### src/rtl/param_pattern_pkg.sv
// Shared types and constants for the parametrised pattern sequencer.
// Holds the sequencer state encoding and the step-rule selectors for MODE.
package param_pattern_pkg;

    typedef enum logic [1:0] {
        IDLE = 2'd0,
        RUN  = 2'd1,
        DONE = 2'd2
    } state_e;

    localparam int MODE_ROTATE     = 0;
    localparam int MODE_COMPLEMENT = 1;
    localparam int MODE_HOLD       = 2;

endpackage

### src/rtl/param_pattern_step.sv
// Combinational next-pattern rule for the pattern sequencer.
// Ports: pat (current pattern) -> pat_next (pattern for the following step).
module param_pattern_step
    import param_pattern_pkg::*;
#(
    parameter int WIDTH = 4,
    parameter int MODE  = MODE_ROTATE
) (
    input  logic [WIDTH-1:0] pat,
    output logic [WIDTH-1:0] pat_next
);

    always_comb begin
        pat_next = pat;
        if (MODE == MODE_ROTATE) begin
            // Rotate-left by one; degenerates to identity when WIDTH == 1.
            pat_next = (pat << 1) | (pat >> (WIDTH - 1));
        end else if (MODE == MODE_COMPLEMENT) begin
            pat_next = ~pat;
        end
    end

endmodule

### src/rtl/param_pattern_seq.sv
// Pattern source: idles at INIT_VAL^INV_MASK, plays STEPS steps of HOLD cycles on start.
// Ports: clk, rst (sync, active-high), start, stop -> o, busy, done. Option: PATTERN_SEQ_LOOP_EN.
module param_pattern_seq
    import param_pattern_pkg::*;
#(
    parameter int               WIDTH    = 4,
    parameter logic [WIDTH-1:0] INIT_VAL = 4'b0001,
    parameter logic [WIDTH-1:0] INV_MASK = 4'b0000,
    parameter int               STEPS    = 4,
    parameter int               HOLD     = 2,
    parameter int               MODE     = MODE_ROTATE
) (
    input  logic             clk,
    input  logic             rst,
    input  logic             start,
    input  logic             stop,
    output logic [WIDTH-1:0] o,
    output logic             busy,
    output logic             done
);

    localparam int HW = (HOLD > 1) ? $clog2(HOLD) : 1;
    localparam int SW = (STEPS > 1) ? $clog2(STEPS) : 1;
    localparam logic [HW-1:0] HOLD_LAST = HW'(HOLD - 1);
    localparam logic [SW-1:0] STEP_LAST = SW'(STEPS - 1);

    if (WIDTH < 1 || STEPS < 1 || HOLD < 1 || MODE < 0 || MODE > 2) begin : g_bad_param
        $error("param_pattern_seq: illegal parameter set");
    end

    state_e           state_q, state_d;
    logic [WIDTH-1:0] pat_q, pat_d, pat_nx;
    logic [HW-1:0]    hold_q, hold_d;
    logic [SW-1:0]    step_q, step_d;
    logic             done_q, done_d;

    param_pattern_step #(
        .WIDTH (WIDTH),
        .MODE  (MODE)
    ) u_step (
        .pat      (pat_q),
        .pat_next (pat_nx)
    );

    always_comb begin
        state_d = state_q;
        pat_d   = pat_q;
        hold_d  = hold_q;
        step_d  = step_q;
        done_d  = 1'b0;
        unique case (state_q)
            IDLE: begin
                if (start && !stop) begin
                    state_d = RUN;
                end
            end
            RUN: begin
                // stop outranks both step advance and completion.
                if (stop) begin
                    state_d = IDLE;
                    pat_d   = INIT_VAL;
                    hold_d  = '0;
                    step_d  = '0;
                end else if (hold_q != HOLD_LAST) begin
                    hold_d = hold_q + HW'(1);
                end else if (step_q != STEP_LAST) begin
                    pat_d  = pat_nx;
                    step_d = step_q + SW'(1);
                    hold_d = '0;
                end else begin
                    pat_d  = INIT_VAL;
                    step_d = '0;
                    hold_d = '0;
                    done_d = 1'b1;
`ifdef PATTERN_SEQ_LOOP_EN
                    state_d = RUN;
`else
                    state_d = DONE;
`endif
                end
            end
            DONE: begin
                state_d = IDLE;
            end
            default: begin
                state_d = IDLE;
                pat_d   = INIT_VAL;
                hold_d  = '0;
                step_d  = '0;
            end
        endcase
    end

    always_ff @(posedge clk) begin
        if (rst) begin
            state_q <= IDLE;
            pat_q   <= INIT_VAL;
            hold_q  <= '0;
            step_q  <= '0;
            done_q  <= 1'b0;
        end else begin
            state_q <= state_d;
            pat_q   <= pat_d;
            hold_q  <= hold_d;
            step_q  <= step_d;
            done_q  <= done_d;
        end
    end

    // Outputs decode flops only, so no input-to-output combinational path.
    assign o    = pat_q ^ INV_MASK;
    assign busy = (state_q == RUN);
    assign done = done_q;

endmodule

### config.mk
export PLATFORM = sky130hd
export DESIGN_NAME = param_pattern_seq
export DESIGN_NICKNAME = d
export VERILOG_FILES = /design/src/rtl/param_pattern_pkg.sv /design/src/rtl/param_pattern_step.sv /design/src/rtl/param_pattern_seq.sv
export SDC_FILE = /design/constraint.sdc
export NUM_CORES = 1
export LEC_CHECK = 0
export CAP_MARGIN = 20
export CORE_AREA = 2 2 39 41
export CTS_CLUSTER_SIZE = 10
export DETAILED_ROUTE_END_ITERATION = 16
export DIE_AREA = 0 0 41 43
export GPL_TIMING_DRIVEN = 0
export PLACE_DENSITY = 0.5
export SLEW_MARGIN = 20
export SYNTH_ARGS = -nofsm -noshare
export SYNTH_HDL_FRONTEND = slang
export SYNTH_SLANG_ARGS = --single-unit
### constraint.sdc
create_clock -name clk -period 3 [get_ports clk]
set_input_delay 0.9 -clock clk [delete_from_list [all_inputs] [get_ports clk]]
set_output_delay 0.9 -clock clk [all_outputs]
set_load 0.05 [all_outputs]
# After elaboration in Yosys (flattened, before gate mapping)
# Index checks and enable logic that the tools add are counted.
# totals
inputBits	4
ff_bits	10
# classes
addsub	2
bitwise	4
n_mux	17
n_reduce_logical	7
n_eq_ne	6
# op_table
op	count
2-bit 2-to-1 mux	7
4-bit 2-to-1 mux	3
2-bit case mux with 2 select lines	2
4-bit case mux with 2 select lines	1
2-bit inequality test (second input constant)	2
4-bit by 1-bit bitwise OR with 4-bit output	1
4-bit OR reduction	1
1-bit 2-to-1 mux	3
3-bit by 2-bit inequality test with 1-bit output (second input constant)	1
3-bit inequality test (second input constant)	1
1-bit NOT	3
3-bit AND reduction	1
2-bit by 1-bit adder with 2-bit output (second input constant)	1
2-bit by 1-bit equality test with 1-bit output (second input constant)	1
2-bit equality test (second input constant)	1
2-bit logical NOT	1
1-bit case mux with 2 select lines	1
2-bit AND reduction	1
2-bit OR reduction	1
1-bit adder (second input constant)	1
1-bit logical AND	1
1-bit logical NOT	1

# Logic depth before layout (Yosys ltp)
# Gate-level depths: netlist of the first run.
# logic_depth
depth_word	5
ltp_mapped	4
mapped_depth_nobuf	4

# Hierarchy
# From an unflattened synthesis of the first run, not the netlist that was laid out.
# hier_totals
hier_cells	41
area_unflattened_um2	416.6
# modules_own_cells
mod	seq_area_each_um2	instances	cells_per_inst	area_per_inst_um2
param_pattern_seq	200.2	1	37	386.6
param_pattern_step	0.0	1	4	30.0

# Worst setup path after synthesis of the first run
# OpenSTA, ideal clock, no wires.
# synth_timing
path_kind	in2reg
from	input port stop
to	register pat_q[0], in the netlist o[0]
path_stages	3
path_buffers	0
setup_ps	122
setup_slack_ps	1112
t_arrival_ps	1766
required_time_ps	2878
cell_sequence	or2_4 or4_4 o32a_1
# synth_between
elab_chain_cells	2
word_cells_on_any_way	4
classes_between	1 x eq/ne; 2 x mux; 1 x reduce/logical
# synth_rtl
item	line_no	source
start: declaration	param_pattern_seq.sv:16	input logic stop,
4-bit 2-to-1 mux / 3-bit by 2-bit inequality test with 1-bit output (equally long branches)	-	
4-bit case mux with 2 select lines / 2-bit AND reduction (equally long branches)	-	
end signal: assignment	param_pattern_seq.sv:103	pat_q <= pat_d;
end: declaration	param_pattern_seq.sv:32	logic [WIDTH-1:0] pat_q, pat_d, pat_nx;
# Parallel ways exist; a longest one is shown, timed or not.
# A chain may end at the register's enable or synchronous reset.

# Worst setup path in the final report of the first run
# layout_timing
from	register state_q[0]
to	output port busy
# layout_between
elab_chain_cells	1
# layout_rtl
item	line_no	source
start: declaration	param_pattern_seq.sv:31	state_e state_q, state_d;
start signal: assignment	param_pattern_seq.sv:102	state_q <= state_d;
2-bit by 1-bit equality test with 1-bit output	param_pattern_seq.sv:112	assign busy = (state_q == RUN);
end: declaration	param_pattern_seq.sv:18	output logic busy,
# No other way between the ends.

==> metrics.md, run 1 <==
| Metric | Value |
|---|---|
| Max FO, Critical Path | `8` |
| Distinct cells, synth | `22` |
| Req. time, crit path | `2.10 ns` |
| Number of diodes | `0` |
| Worst-path clk slew | `0.06 ns` |
| Max rail drop VDD | `258 µV` |
| Cell area after synthesis | `414 µm²` |
| CP endpoint kind | `output port` |
| Critical path class | `reg -> out` |
| Global-route wire length before repair | `1340 µm` |
| Syn nets | `48` |
| Critical Path AT | `1.63 ns` |
| Largest net degree at the start of global routing | `11` |
| Worst hold path class | `reg -> reg` |
| # Max-Cap Violations | `0` |
| Vias in the first global route | `334` |
| Post-DP HPWL | `593 µm` |
| Fill cells | `140` |
| Final setup TNS | `0 ns` |
| CTS tree | `done` |
| Clk sinks | `10` |
| R2r setup slk | `1.62 ns` |
| Synth area leaders | `dfxtp_1 48%, nand2b_1 7.6%, ha_1 6.0%` |
| Register area share after synthesis | `0.483` |
| Post-cts sizing count | `0` |
| Multi-input gate area | `203 µm²` |
| Core Footprint | `1380 µm²` |
| Root Driver | `clkbuf_4` |
| Post-CTS setup buffer count | `0` |
| Beginning of the critical path | `state_q[0]` |
| Max-slew headroom | `0.661` |
| Total wire length | `785 µm` |
| # rows | `14` |
| DR DRC count | `0` |
| Final core utilization | `0.395` |
| YS warnings | `0` |
| Power per Cell Area | `437 nW/µm²` |
| Avg Inst Size Synth | `9.86 µm²` |
| Final setup violating endpoints | `0` |
| GPL Wtd Cong | `0.666` |
| HP Start | `o[0]` |
| Mapped Cells | `42` |
| Via count | `346` |
| Clock latency on the worst-skew pair | `0.26 ns` |
| Final Cell Area | `547 µm²` |
| Critical Path Start Type | `flip-flop` |
| Fin. max-slew vios | `0` |
| Flip-flop and latch area | `200 µm²` |
| Yosys top cell by area | `dfxtp_1` |
| RSZ-0062 raised after global routing | `false` |
| Htree depth | `1` |
| Final clock skew | `0.00706 ns` |
| IO Port Bufs | `9` |
| Lkg Pwr | `0.205 nW` |
| Hold buffer count at CTS | `0` |
| Final Hold Violating Endpoints | `0` |
| TritonRoute pass-1 iters | `2` |
| Layout cells sized above 1 | `0.0926` |
| Starting density of the core | `0.299` |
| DP Area | `524 µm²` |
| Yosys reg bits | `10` |
| Total gr overflow | `0` |
| Run status | `finished clean` |
| Die Y | `43 µm` |
| Number of CTS-inserted buffers | `3` |
| Most frequent cells in the layout | `10 x dfxtp_1, 9 x clkdlybuf4s50_1, 5 x nand2b_1` |
| Fin crit share | `0.843` |
| Most common cell after layout, fill and taps aside | `dfxtp_1` |
| Ports | `10` |
| ANT nets after route | `0` |
| Yosys top cell area share | `0.483` |
| Layout net count | `62` |
| Avg WL per Cell | `11.2 µm` |
| Initial antenna violation count | `0` |
| RR Startpoint | `state_q[1]` |
| Die X | `41 µm` |
| Die ar. | `1760 µm²` |
| Fmax | `395 MHz` |
| Total track usage | `0.115` |
| Clk buf depth | `2` |
| P&R area growth vs syn | `32.0%` |
| Drt initial violations | `3` |
| Final min period | `2.53 ns` |
| Worst Max-Slew Pin Slew | `0.507 ns` |
| Via density per instance | `4.94` |
-- final timing paths --
check / end / depth (start not counted)
max reg2reg: o[0] / 3
min reg2reg: o[1] / 2
min: o[1] / 2
max: busy / 2
-- power breakdown --
group / internal, mW / switching (mW)
Clock: 0.0460 / 0.0398
Sequential: 0.134 / 0.00189
Combinational: 0.00864 / 0.00869
-- critical path, cell delays in order, from the launching register on --
cell	delay [ns]
dfxtp_1	0.43
and2b_1	0.15
clkdlybuf4s50_1	0.79
-- synth_stat cells --
library cell / n
or2_4: 1
nand3_1: 1
nor3_1: 2
o22ai_1: 2
and2_1: 2
nand4_1: 1
nor2_1: 1
o32ai_1: 2
dfxtp_1: 10
o32a_1: 1
or3_1: 1
o31a_1: 1
nand3b_1: 1
or4_4: 1
clkbuf_1: 1
nand2b_1: 5
inv_1: 2
nand2_1: 1
ha_1: 2
a21oi_1: 2
o21ai_0: 1
and2b_1: 1
-- layout make-up --
cell class,instances,share of cell area
multi-input cells,29,0.371
flip-flops and latches,10,0.366
repair buffers,9,0.165
clock buffers,3,0.0412
well taps,16,0.0366
inverters,2,0.0137
plain buffers,1,0.00686
-- cell families (layout without fill, tap and decap cells) --
logic type,Yosys count,in the layout,share of synthesized area
AOI/OAI and AO/OA,9,9,0.154
DFF,10,10,0.483
buffers and inverters,3,15,0.0272
adders and majority gates,2,2,0.0604
and+or+nand+nor,18,18,0.275
-- metrics by stage --
stage | instances | hold slack (ns) | power [mW] | setup slack, ns
floorplan | 42 | 0.470 | 0.149 | 1.11
global placement | 67 | 0.484 | 0.156 | 0.617
detailed placement | 67 | 0.500 | 0.156 | 0.611
CTS | 70 | 0.510 | 0.243 | 0.464
global route | 70 | 0.528 | 0.249 | 0.374
finish | 70 | 0.504 | 0.239 | 0.470
-- registers in the layout, indices dropped and copies added, names as in the netlist --
name     count
o            4
done         1
hold_q       1
step_q       2
state_q      2
-- metal layers --
metal / global-route usage / vias to the layer above / wire length, µm / part of all wire
li1: - / 178 / - / -
met3: 0.0890 / 0 / 78 / 0.099
met1: 0.121 / 157 / 325 / 0.41
met5: 0 / - / 0 / 0
met2: 0.178 / 11 / 382 / 0.49
met4: 0.0200 / 0 / 0 / 0
(Power assumes the default switching activity.)
==> run 2: changes to the inputs <==
==> constraint.sdc (replaced) <==
create_clock -name clk -period 2.4 [get_ports clk]
set_input_delay 0.72 -clock clk [delete_from_list [all_inputs] [get_ports clk]]
set_output_delay 0.72 -clock clk [all_outputs]
set_load 0.05 [all_outputs]
==> run 2 against run 1 <==
  * Setup slack got worse by 0.21 ns
  * Power rose by 25%
  * Via count did not move
  * Count of clock-buffer cells in the layout did not move
  * Flip-flop and latch count did not move
  * Highest routed layer unchanged
  * Die area did not move
  * Utilization rose by 0.18 points
  * Critical endpoint is now o[3]
  * Final cell count did not move
  * Global-route usage did not move
  * Clock power rose by 25%
  * Final area rose by 0.46%
  * Register-to-register slack got worse by 0.60 ns
==> metrics.md, run 2 (same netlist as run 1, synthesis figures left out) <==
| Metric | Value |
|---|---|
| Root Driver | `clkbuf_4` |
| Starting density of the core | `0.299` |
| Wire length on met3 | `79 µm` |
| Post-DP HPWL | `593 µm` |
| Die ar. | `1760 µm²` |
| Post-cts sizing count | `0` |
| Final min period | `2.14 ns` |
| Lkg Pwr | `0.221 nW` |
| DR DRC count | `0` |
| Post-CTS setup buffer count | `0` |
| Slowest CP cell | `clkdlybuf4s50_1` |
| Req. time, crit path | `1.68 ns` |
| Core Footprint | `1380 µm²` |
| Final clock skew | `0.00706 ns` |
| Htree depth | `1` |
| Layout cells sized above 1 | `0.0926` |
| Total gr overflow | `0` |
| ANT nets after route | `0` |
| # rows | `14` |
| Ports | `10` |
| Max FO, Critical Path | `3` |
| Via count | `346` |
| Met1 WL | `324 µm` |
| Max rail drop VDD | `322 µV` |
| Clk sinks | `10` |
| CTS tree | `done` |
| Fmax | `467 MHz` |
| Global-route wire length before repair | `1340 µm` |
| Layout net count | `62` |
| Most frequent cells in the layout | `10 x dfxtp_1, 8 x clkdlybuf4s50_1, 5 x nand2b_1` |
| CP peak stage delay | `0.81 ns` |
| Fill cells | `141` |
| P&R area growth vs syn | `32.6%` |
| GPL Wtd Cong | `0.666` |
| Max reg flops | `4` |
| RSZ-0062 raised after global routing | `false` |
| Crit path buffers/inverters | `1` |
| Worst-path clk slew | `0.05 ns` |
| Delay-heaviest family, CP | `buffers and inverters` |
| Tot Pwr | `0.299 mW` |
| Avg WL per Cell | `11.2 µm` |
| CP endpoint kind | `output port` |
| Drt initial violations | `3` |
| Power per Cell Area | `544 nW/µm²` |
| Number of diodes | `0` |
| Hold buffer count at CTS | `0` |
| Largest net degree at the start of global routing | `11` |
| Final setup TNS | `0 ns` |
| Max-slew headroom | `0.661` |
| Run status | `finished clean` |
| Die Y | `43 µm` |
| Clk buf depth | `2` |
| Initial antenna violation count | `0` |
| Vias in the first global route | `334` |
| Critical Path AT | `1.42 ns` |
| Die X | `41 µm` |
| Worst hold path class | `reg -> reg` |
| Metal2 WL | `382 µm` |
| Critical Path Start Type | `flip-flop` |
| Final Hold Violating Endpoints | `0` |
| Total track usage | `0.115` |
| Most common cell after layout, fill and taps aside | `dfxtp_1` |
| Total wire length | `787 µm` |
| Via density per instance | `4.94` |
| IO Port Bufs | `9` |
| Fin. max-slew vios | `0` |
| TritonRoute pass-1 iters | `2` |
| # Max-Cap Violations | `0` |
| Number of CTS-inserted buffers | `3` |
| Clock latency on the worst-skew pair | `0.26 ns` |
| Top sig layer | `met3` |
| CP Cell Sequence | `clkdlybuf4s50_1` |
| Final setup violating endpoints | `0` |
| Critical path class | `reg -> out` |
| Worst Max-Slew Pin Slew | `0.507 ns` |
| Fin crit share | `0.892` |
## run 2: changes by cell type in the layout (fill, tap and decap cells not counted)
cell             previous run  this run
clkdlybuf4s50_1             9         8
dlymetal6s2s_1              0         1
## run 2: area by class of cell
class | instances | area [µm²] | area share
inverters | 2 | 7.51 | 0.0137
flip-flops and latches | 10 | 200 | 0.364
clock buffers | 3 | 22.5 | 0.0410
multi-input cells | 29 | 203 | 0.369
plain buffers | 1 | 3.75 | 0.00683
repair buffers | 9 | 92.6 | 0.169
well taps | 16 | 20.0 | 0.0364
## run 2: layer usage
metal  vias up  GRT usage
li1        178          -
met1       157      0.121
met2        11      0.178
met3         0     0.0890
met4         0     0.0200
met5         -          0
## run 2: path summary, 6_finish.rpt
check,start,to,slack [ns],cells after the start
max,o[3],o[3],0.26,1
min,o[0],o[1],0.50,2
max reg2reg,state_q[1],o[0],1.02,3
min reg2reg,o[0],o[1],0.50,2
## run 2: per-stage QoR
| step | cells | worst slack [ns] | utilization | cell area [µm²] | hold slack, ns |
|---|---|---|---|---|---|
| floorplan | 42 | 0.692 | - | 414 | 0.470 |
| detailed placement | 67 | 0.191 | 0.379 | 524 | 0.500 |
| global placement | 67 | 0.197 | 0.379 | 524 | 0.484 |
| finish | 70 | 0.259 | 0.397 | 549 | 0.504 |
| global route | 70 | 0.214 | 0.397 | 549 | 0.528 |
| CTS | 70 | 0.0435 | 0.395 | 547 | 0.510 |
## run 2: tightest hold or removal path: stages (launching register included)
cell and delay (ns):
dfxtp_1 0.32, inv_1 0.06, o32ai_1 0.08
## run 2: power breakdown
| group | leakage (nW) | internal, mW | switching, mW |
|---|---|---|---|
| Sequential | 0.0808 | 0.168 | 0.00237 |
| Clock | 0.0138 | 0.0575 | 0.0497 |
| Combinational | 0.127 | 0.0107 | 0.0108 |
